[config.mk]
export PLATFORM = sky130hd
export DESIGN_NAME = flood_fill_opener
export DESIGN_NICKNAME = d
export VERILOG_FILES = /design/src/rtl/flood_fill_opener_pkg.sv /design/src/rtl/flood_fill_opener_coord_fifo.sv /design/src/rtl/flood_fill_opener.sv
export SDC_FILE = /design/constraint.sdc
export NUM_CORES = 2
export LEC_CHECK = 0
export CORE_MARGIN = 1.5
export CORE_UTILIZATION = 35
export DETAILED_ROUTE_END_ITERATION = 16
export GPL_ROUTABILITY_DRIVEN = 0
export PLACE_DENSITY_LB_ADDON = 0.2
export SYNTH_ARGS = -nofsm -noshare
export SYNTH_HDL_FRONTEND = slang
export SYNTH_SLANG_ARGS = --single-unit
export TNS_END_PERCENT = 5
[constraint.sdc]
create_clock -name clk -period 18.9 [get_ports clk]
set_input_delay 3.78 -clock clk [delete_from_list [all_inputs] [get_ports clk]]
set_output_delay 3.78 -clock clk [all_outputs]
set_load 0.03 [all_outputs]
[src/rtl/flood_fill_opener_pkg.sv]
// Shared definitions for the flood-fill open engine.
// Holds the engine state encoding, the board_cover state encodings, and the
// special board values. It also holds the neighbour offset table used by the
// expansion walk.
package flood_fill_opener_pkg;

    typedef enum logic [2:0] {
        ST_IDLE  = 3'd0,
        ST_POP   = 3'd1,
        ST_READ  = 3'd2,
        ST_EVAL  = 3'd3,
        ST_OPEN  = 3'd4,
        ST_NEIGH = 3'd5,
        ST_DONE  = 3'd6
    } state_t;

    localparam logic [1:0] COVER_COVERED = 2'b00;
    localparam logic [1:0] COVER_FLAGGED = 2'b01;
    localparam logic [1:0] COVER_OPENED  = 2'b10;

    localparam logic [4:0] MINE_VAL = 5'd9;
    localparam logic [4:0] ZERO_VAL = 5'd0;

    localparam logic [2:0] LAST_NEIGH = 3'd7;

    // Neighbour walk order: NW, N, NE, W, E, SW, S, SE (y grows southwards).
    function automatic logic signed [1:0] neigh_dx(input logic [2:0] idx);
        case (idx)
            3'd0, 3'd3, 3'd5: neigh_dx = -2'sd1;
            3'd1, 3'd6:       neigh_dx = 2'sd0;
            default:          neigh_dx = 2'sd1;
        endcase
    endfunction

    function automatic logic signed [1:0] neigh_dy(input logic [2:0] idx);
        case (idx)
            3'd0, 3'd1, 3'd2: neigh_dy = -2'sd1;
            3'd3, 3'd4:       neigh_dy = 2'sd0;
            default:          neigh_dy = 2'sd1;
        endcase
    endfunction

endpackage

[src/rtl/flood_fill_opener_coord_fifo.sv]
// coord_fifo: synchronous FIFO holding packed cell coordinates for the
// breadth-first walk.
// Ports:
//   i_clk, i_rst_n  clock, asynchronous active-low reset
//   i_clear         synchronous clear; a push in the same cycle becomes the
//                   only entry
//   i_push, i_din   write one entry
//   i_pop           drop the head entry (ignored when empty)
//   o_head          current head entry
//   o_empty         no entries stored
module coord_fifo #(
    parameter int WIDTH = 8,
    parameter int DEPTH = 256
) (
    input  logic             i_clk,
    input  logic             i_rst_n,
    input  logic             i_clear,
    input  logic             i_push,
    input  logic [WIDTH-1:0] i_din,
    input  logic             i_pop,
    output logic [WIDTH-1:0] o_head,
    output logic             o_empty
);

    localparam int AW = (DEPTH > 1) ? $clog2(DEPTH) : 1;
    localparam int CW = $clog2(DEPTH + 1);

    logic [WIDTH-1:0] r_mem [DEPTH];
    logic [AW-1:0]    r_rd_ptr;
    logic [AW-1:0]    r_wr_ptr;
    logic [CW-1:0]    r_count;

    logic [AW-1:0]    w_wr_addr;
    logic [AW-1:0]    w_wr_next;
    logic [AW-1:0]    w_rd_next;
    logic             w_pop_ok;

    // A clear rewinds the write pointer first so a simultaneous push lands in slot 0.
    assign w_wr_addr = i_clear ? '0 : r_wr_ptr;
    assign w_wr_next = (w_wr_addr == AW'(DEPTH - 1)) ? '0 : w_wr_addr + AW'(1);
    assign w_rd_next = (r_rd_ptr == AW'(DEPTH - 1)) ? '0 : r_rd_ptr + AW'(1);
    assign w_pop_ok  = i_pop && (r_count != '0);

    always_ff @(posedge i_clk or negedge i_rst_n) begin
        if (!i_rst_n) begin
            r_rd_ptr <= '0;
            r_wr_ptr <= '0;
            r_count  <= '0;
        end else if (i_clear) begin
            r_rd_ptr <= '0;
            r_wr_ptr <= i_push ? w_wr_next : '0;
            r_count  <= i_push ? CW'(1) : '0;
        end else begin
            if (i_push) begin
                r_wr_ptr <= w_wr_next;
            end
            if (w_pop_ok) begin
                r_rd_ptr <= w_rd_next;
            end
            r_count <= r_count + CW'(i_push) - CW'(w_pop_ok);
        end
    end

    always_ff @(posedge i_clk) begin
        if (i_push) begin
            r_mem[w_wr_addr] <= i_din;
        end
    end

    assign o_head  = r_mem[r_rd_ptr];
    assign o_empty = (r_count == '0);

endmodule

[src/rtl/flood_fill_opener.sv]
// flood_fill_opener: sequential open engine. It takes a seed cell and opens
// it. Zero cells expand breadth-first into their connected zero region and
// the numbered border around it.
// Ports:
//   clk, reset              clock, asynchronous active-low reset
//   start, start_x/y        one-cycle request with the seed cell (IDLE only)
//   rd_x/rd_y               read address for board and board_cover
//   cell_val, cover_val     read data, one cycle after the address
//   open, open_x/y          single-cell open pulse to board_cover
//   busy, done              activity flag and completion pulse
//   hit_mine, cells_opened  result of the last accepted request
module flood_fill_opener
    import flood_fill_opener_pkg::*;
#(
    parameter int X_SIZE       = 16,
    parameter int Y_SIZE       = 16,
    parameter int X_COORD_BITS = 4,
    parameter int Y_COORD_BITS = 4
) (
    input  logic                                 clk,
    input  logic                                 reset,
    input  logic                                 start,
    input  logic [X_COORD_BITS-1:0]              start_x,
    input  logic [Y_COORD_BITS-1:0]              start_y,
    output logic [X_COORD_BITS-1:0]              rd_x,
    output logic [Y_COORD_BITS-1:0]              rd_y,
    input  logic [4:0]                           cell_val,
    input  logic [1:0]                           cover_val,
    output logic                                 open,
    output logic [X_COORD_BITS-1:0]              open_x,
    output logic [Y_COORD_BITS-1:0]              open_y,
    output logic                                 busy,
    output logic                                 done,
    output logic                                 hit_mine,
    output logic [X_COORD_BITS+Y_COORD_BITS:0]   cells_opened
);

    localparam int XB    = X_COORD_BITS;
    localparam int YB    = Y_COORD_BITS;
    localparam int IDX_W = XB + YB;
    localparam int CNT_W = IDX_W + 1;
    localparam int CELLS = X_SIZE * Y_SIZE;
    localparam logic signed [XB:0] X_MAX = (XB + 1)'(X_SIZE - 1);
    localparam logic signed [YB:0] Y_MAX = (YB + 1)'(Y_SIZE - 1);

    state_t             r_state;
    state_t             w_next_state;
    logic [XB-1:0]      r_cur_x;
    logic [YB-1:0]      r_cur_y;
    logic [2:0]         r_nidx;
    logic [CELLS-1:0]   r_pending;
    logic               r_hit_mine;
    logic [CNT_W-1:0]   r_cells_opened;

    logic               w_fifo_clear;
    logic               w_fifo_push;
    logic               w_fifo_pop;
    logic               w_fifo_empty;
    logic [IDX_W-1:0]   w_fifo_din;
    logic [IDX_W-1:0]   w_fifo_head;

    logic signed [1:0]  w_dx;
    logic signed [1:0]  w_dy;
    logic signed [XB:0] w_nx;
    logic signed [YB:0] w_ny;
    logic [XB-1:0]      w_nx_u;
    logic [YB-1:0]      w_ny_u;
    logic               w_in_bounds;
    logic               w_nbr_new;
    logic [IDX_W-1:0]   w_nbr_idx;
    logic [IDX_W-1:0]   w_seed_idx;
    logic               w_open;

    function automatic logic [IDX_W-1:0] cell_index(input logic [XB-1:0] x,
                                                    input logic [YB-1:0] y);
        return IDX_W'(y) * IDX_W'(X_SIZE) + IDX_W'(x);
    endfunction

    coord_fifo #(
        .WIDTH (IDX_W),
        .DEPTH (CELLS)
    ) u_queue (
        .i_clk   (clk),
        .i_rst_n (reset),
        .i_clear (w_fifo_clear),
        .i_push  (w_fifo_push),
        .i_din   (w_fifo_din),
        .i_pop   (w_fifo_pop),
        .o_head  (w_fifo_head),
        .o_empty (w_fifo_empty)
    );

    // Neighbour coordinates carry one extra sign bit, so stepping off column 0
    // reads as negative instead of wrapping to the far edge.
    assign w_dx        = neigh_dx(r_nidx);
    assign w_dy        = neigh_dy(r_nidx);
    assign w_nx        = $signed({1'b0, r_cur_x}) + $signed({{(XB - 1){w_dx[1]}}, w_dx});
    assign w_ny        = $signed({1'b0, r_cur_y}) + $signed({{(YB - 1){w_dy[1]}}, w_dy});
    assign w_nx_u      = w_nx[XB-1:0];
    assign w_ny_u      = w_ny[YB-1:0];
    assign w_in_bounds = !w_nx[XB] && (w_nx <= X_MAX) && !w_ny[YB] && (w_ny <= Y_MAX);
    assign w_nbr_idx   = cell_index(w_nx_u, w_ny_u);
    assign w_nbr_new   = w_in_bounds && !r_pending[w_nbr_idx];
    assign w_seed_idx  = cell_index(start_x, start_y);

    always_ff @(posedge clk or negedge reset) begin
        if (!reset) begin
            r_state <= ST_IDLE;
        end else begin
            r_state <= w_next_state;
        end
    end

    always_comb begin
        w_next_state = r_state;
        w_fifo_clear = 1'b0;
        w_fifo_push  = 1'b0;
        w_fifo_pop   = 1'b0;
        w_fifo_din   = {start_y, start_x};
        case (r_state)
            ST_IDLE: begin
                if (start) begin
                    w_fifo_clear = 1'b1;
                    w_fifo_push  = 1'b1;
                    w_next_state = ST_POP;
                end
            end
            ST_POP: begin
                if (w_fifo_empty) begin
                    w_next_state = ST_DONE;
                end else begin
                    w_fifo_pop   = 1'b1;
                    w_next_state = ST_READ;
                end
            end
            ST_READ:  w_next_state = ST_EVAL;
            ST_EVAL:  w_next_state = (cover_val != COVER_COVERED) ? ST_POP : ST_OPEN;
            ST_OPEN:  w_next_state = (cell_val == ZERO_VAL) ? ST_NEIGH : ST_POP;
            ST_NEIGH: begin
                if (w_nbr_new) begin
                    w_fifo_push = 1'b1;
                    w_fifo_din  = {w_ny_u, w_nx_u};
                end
                if (r_nidx == LAST_NEIGH) begin
                    w_next_state = ST_POP;
                end
            end
            ST_DONE:  w_next_state = ST_IDLE;
            default:  w_next_state = ST_IDLE;
        endcase
    end

    // The pending bitmap guarantees each cell is queued at most once per request.
    always_ff @(posedge clk or negedge reset) begin
        if (!reset) begin
            r_cur_x        <= '0;
            r_cur_y        <= '0;
            r_nidx         <= '0;
            r_pending      <= '0;
            r_hit_mine     <= 1'b0;
            r_cells_opened <= '0;
        end else begin
            case (r_state)
                ST_IDLE: begin
                    if (start) begin
                        r_pending             <= '0;
                        r_pending[w_seed_idx] <= 1'b1;
                        r_hit_mine            <= 1'b0;
                        r_cells_opened        <= '0;
                    end
                end
                ST_POP: begin
                    if (!w_fifo_empty) begin
                        r_cur_x <= w_fifo_head[XB-1:0];
                        r_cur_y <= w_fifo_head[IDX_W-1:XB];
                        r_nidx  <= '0;
                    end
                end
                ST_OPEN: begin
                    r_cells_opened <= r_cells_opened + CNT_W'(1);
                    if (cell_val == MINE_VAL) begin
                        r_hit_mine <= 1'b1;
                    end
                end
                ST_NEIGH: begin
                    if (w_nbr_new) begin
                        r_pending[w_nbr_idx] <= 1'b1;
                    end
                    r_nidx <= r_nidx + 3'd1;
                end
                default: ;
            endcase
        end
    end

    assign w_open       = (r_state == ST_OPEN);
    assign open         = w_open;
    assign open_x       = w_open ? r_cur_x : '0;
    assign open_y       = w_open ? r_cur_y : '0;
    assign rd_x         = r_cur_x;
    assign rd_y         = r_cur_y;
    assign busy         = (r_state != ST_IDLE);
    assign done         = (r_state == ST_DONE);
    assign hit_mine     = r_hit_mine;
    assign cells_opened = r_cells_opened;

endmodule
==> flow_summary.toml <==
[clock_network]
clock-root-buffer = "clkbuf_16"
tritoncts = "yes"
cts_resized = 0
clock_sinks = 2353
cts_made_buffers = 271
cts_max_level = 5
clkLatencyLatePin_ns = 0.84
postCtsHoldBufs = 0
cts_setup_buffers = 0
clockBufferDepth = 4
clk_pin_slew_ns = 0.06

[finish]
nets = 5560
fill_cells = 24749
final_common_cell = "edfxtp_1"
fin_cells = 9413
drive_above_1_share_pct = 25.1
syn2layout_area_growth_pct = 14.1
final_cell_mix = "edfxtp_1, mux4_2, a21oi_1"

[drt]
first_pass_iters = 6
wl_per_cell_um = 28.6
viasPerCell = 5.56
ant_nets = 0
drc_errors = 0
wl_mm = 270
num_vias = 52297
dr.first_iter.drc_count = 5453

[synth]
muxShareOfSynthArea_pct = 17.1
synth.top_cells.by_area = "edfxtp_1, mux4_2, dfrtp_1"
syn_nets = 5423
synth_top_family_by_area = "multiplexers"
synth_top_area_share_pct = 63.3
ys_seq_area_share_pct = 71.1
yosys_warnings = 0
synth_xor_area_share_pct = 0.206
yosys.area_share.simple_pct = 3.88
synthArstFlopShare_pct = 13.0
synth-compound-area-share_pct = 5.26
avgSynthCellArea_um2 = 18.1
synthDistinctLibCells = 67
synth_top_area_cell = "edfxtp_1"
synth_area_um2 = 97200
synth-main-ff-cell = "edfxtp_1"
ys_seq_elements = 2353
synth_fa_ha_area_share_pct = 0.500
synth_edf_count = 2048
synthCells = 5368

[setup_path]
critPathMaxFanout = 143
slowest_delay_ns = 0.99
slowest_stage = "fa_4"
path_class = "flip-flop to flip-flop"
worstPathBufferInverterCount = 4
critical_path_arrival_ns = 9.04
r2r-start = "r_nidx[0]$_DFFE_PN0P_"
worstPathCellList = "ha_1 > ha_1 > a211oi_1 > nand2_1 > ha_4 > fa_4 > buf_4 > nand3_1 > inv_1 > ha_1 > o22ai_1 > nor2_1 > and3_1 > nand4_2 > nor3_4 > buf_4 > mux2_8 > buf_4"
critPathLaunch = "r_nidx[0]$_DFFE_PN0P_"
worstPathRequired_ns = 19.33
cp-start-kind = "flip-flop"
crit_family = "buffers and inverters"
cp-end-kind = "flip-flop"

[placed_design]
port_buffers = 46
placedCellCount = 8936
post-dp-hpwl_mm = 161

[hold_path]
min_path_type = "flip-flop to flip-flop"
hold_start = "cells_opened[8]$_DFFE_PN0P_"

[timing]
worst_pin_slew_ns = 1.44
rsz0062_at_grt = "no"
fin_crit_sh_pct = 45.5
drv_slew = 0
setup_violations = 0
finalCriticalPeriod_ns = 8.61
clock_skew_ns = 0.0580
hold_viol = 0
relSlewSlack_pct = 3.85
setup_total_negative_slack_ns = 0
fmax_mhz = 116

[power_and_ir_drop]
ir_worst_vdd_uv = 220
p_leak_nw = 35.0
power_density_nw_per_um2 = 150

[floorplanning]
initial_core_util_pct = 35.2
dieHeight_um = 530
core_um2 = 276000
core.rowCount = 193
pin_count = 47
die_area_um2 = 281000
die_w_um = 530

[global_route]
grt_max_degree = 257
antenna_found_initial = 8
grt_pass1_vias = 53320
grt_overflow = 0
grt_usage_pct = 19.1
grt_pass1_wl_mm = 391

[outcome]
status = "finished clean"

[job]
drv_cap = 0
[final timing paths]
check,endpoint,slack [ns],cells after the start
hold / removal,cells_opened[8]$_DFFE_PN0P_,0.49,1
setup / recovery,u_queue.r_mem[41][7]$_DFFE_PP_,10.29,18
hold reg to reg,cells_opened[8]$_DFFE_PN0P_,0.49,1
max in group asynchronous,r_pending[82]$_DFFE_PN0P_,13.79,3
min in group asynchronous,r_state[1]$_DFFE_PN0P_,2.93,1
setup reg to reg,u_queue.r_mem[41][7]$_DFFE_PP_,10.29,18
[sequential cells by signal (all words and copies together), names as in the netlist]
name,count
r_pending,256
u_queue.r_rd_ptr,8
u_queue.r_wr_ptr,8
rd_y,4
cells_opened,9
u_queue.r_count,9
r_nidx,3
u_queue.r_mem,2048
hit_mine,1
rd_x,4
r_state,3
[stage by stage]
step	setup WS, ns	total power [mW]	util, %	hold WS [ns]	instance area (um^2)
finish	10.29	16.7	40.2	0.487	111000
global route	9.79	17.3	40.2	0.510	111000
CTS	10.29	16.8	40.1	0.490	111000
detailed placement	10.27	11.8	37.1	0.478	102000
global placement	10.23	11.7	37.1	0.470	102000
floorplan	5.91	9.74	-	0.457	97200
[cell families (layout without fill, tap and decap cells)]
logic type               count (synthesis)  in the layout
adder cells (fa/ha/maj)                 37             37
buffers and inverters                  417            755
multiplexers                           755            755
XOR/XNOR                                22             22
AO/OA/AOI/OAI                          908            908
flip-flops                            2353           2353
other                                    0              2
AND/OR/NAND/NOR                        876            876
[routing by layer]
layer	global-route usage (%)	vias to the layer above	wire length, um
li1	-	21942	-
met1	26.9	28027	117000
met2	30.7	1907	129000
met3	2.96	421	16300
met4	5.42	0	7430
met5	0	-	0
[final cells by class]
type | count | area, um^2 | share of cell area [%]
clock inverters | 142 | 1240 | 1.11
flip-flops and latches | 2353 | 69200 | 62.3
repair buffers | 252 | 2110 | 1.90
clock buffers | 332 | 7180 | 6.47
inverters | 29 | 109 | 0.0981
multi-input cells | 2598 | 26500 | 23.9
well taps | 3705 | 4640 | 4.18
diodes | 2 | 5.00 | 0.00451
[report_power, final]
part / switching (mW) / internal [mW]
combinational: 3.34 / 2.08
sequential: 0.238 / 5.96
clock: 2.10 / 2.95
total: 5.68 / 11.0
[Yosys cell counts (18+ instances only)]
library cell / number
edfxtp_1: 2048
mux4_2: 723
a21oi_1: 442
nor2_1: 398
dfrtp_1: 305
o21ai_0: 285
clkbuf_1: 236
nand2_1: 209
nor3_1: 119
buf_2: 87
nand3_1: 62
a211oi_1: 56
a21oi_2: 55
ha_1: 34
buf_1: 33
inv_1: 29
mux2i_1: 20
and2_1: 19
buf_6: 18
[worst register-to-register path, cell delays in order (launching register included)]
cell and delay [ns]:
dfrtp_1 0.42, ha_1 0.26, ha_1 0.19, a211oi_1 0.37, nand2_1 0.16, ha_4 0.20, fa_4 0.99, buf_4 0.79
nand3_1 0.81, inv_1 0.20, ha_1 0.16, o22ai_1 0.07, nor2_1 0.08, and3_1 0.19, nand4_2 0.25, nor3_4 0.28
buf_4 0.78, mux2_8 0.86, buf_4 1.05
Note: power is estimated with default switching activity, not from simulation.
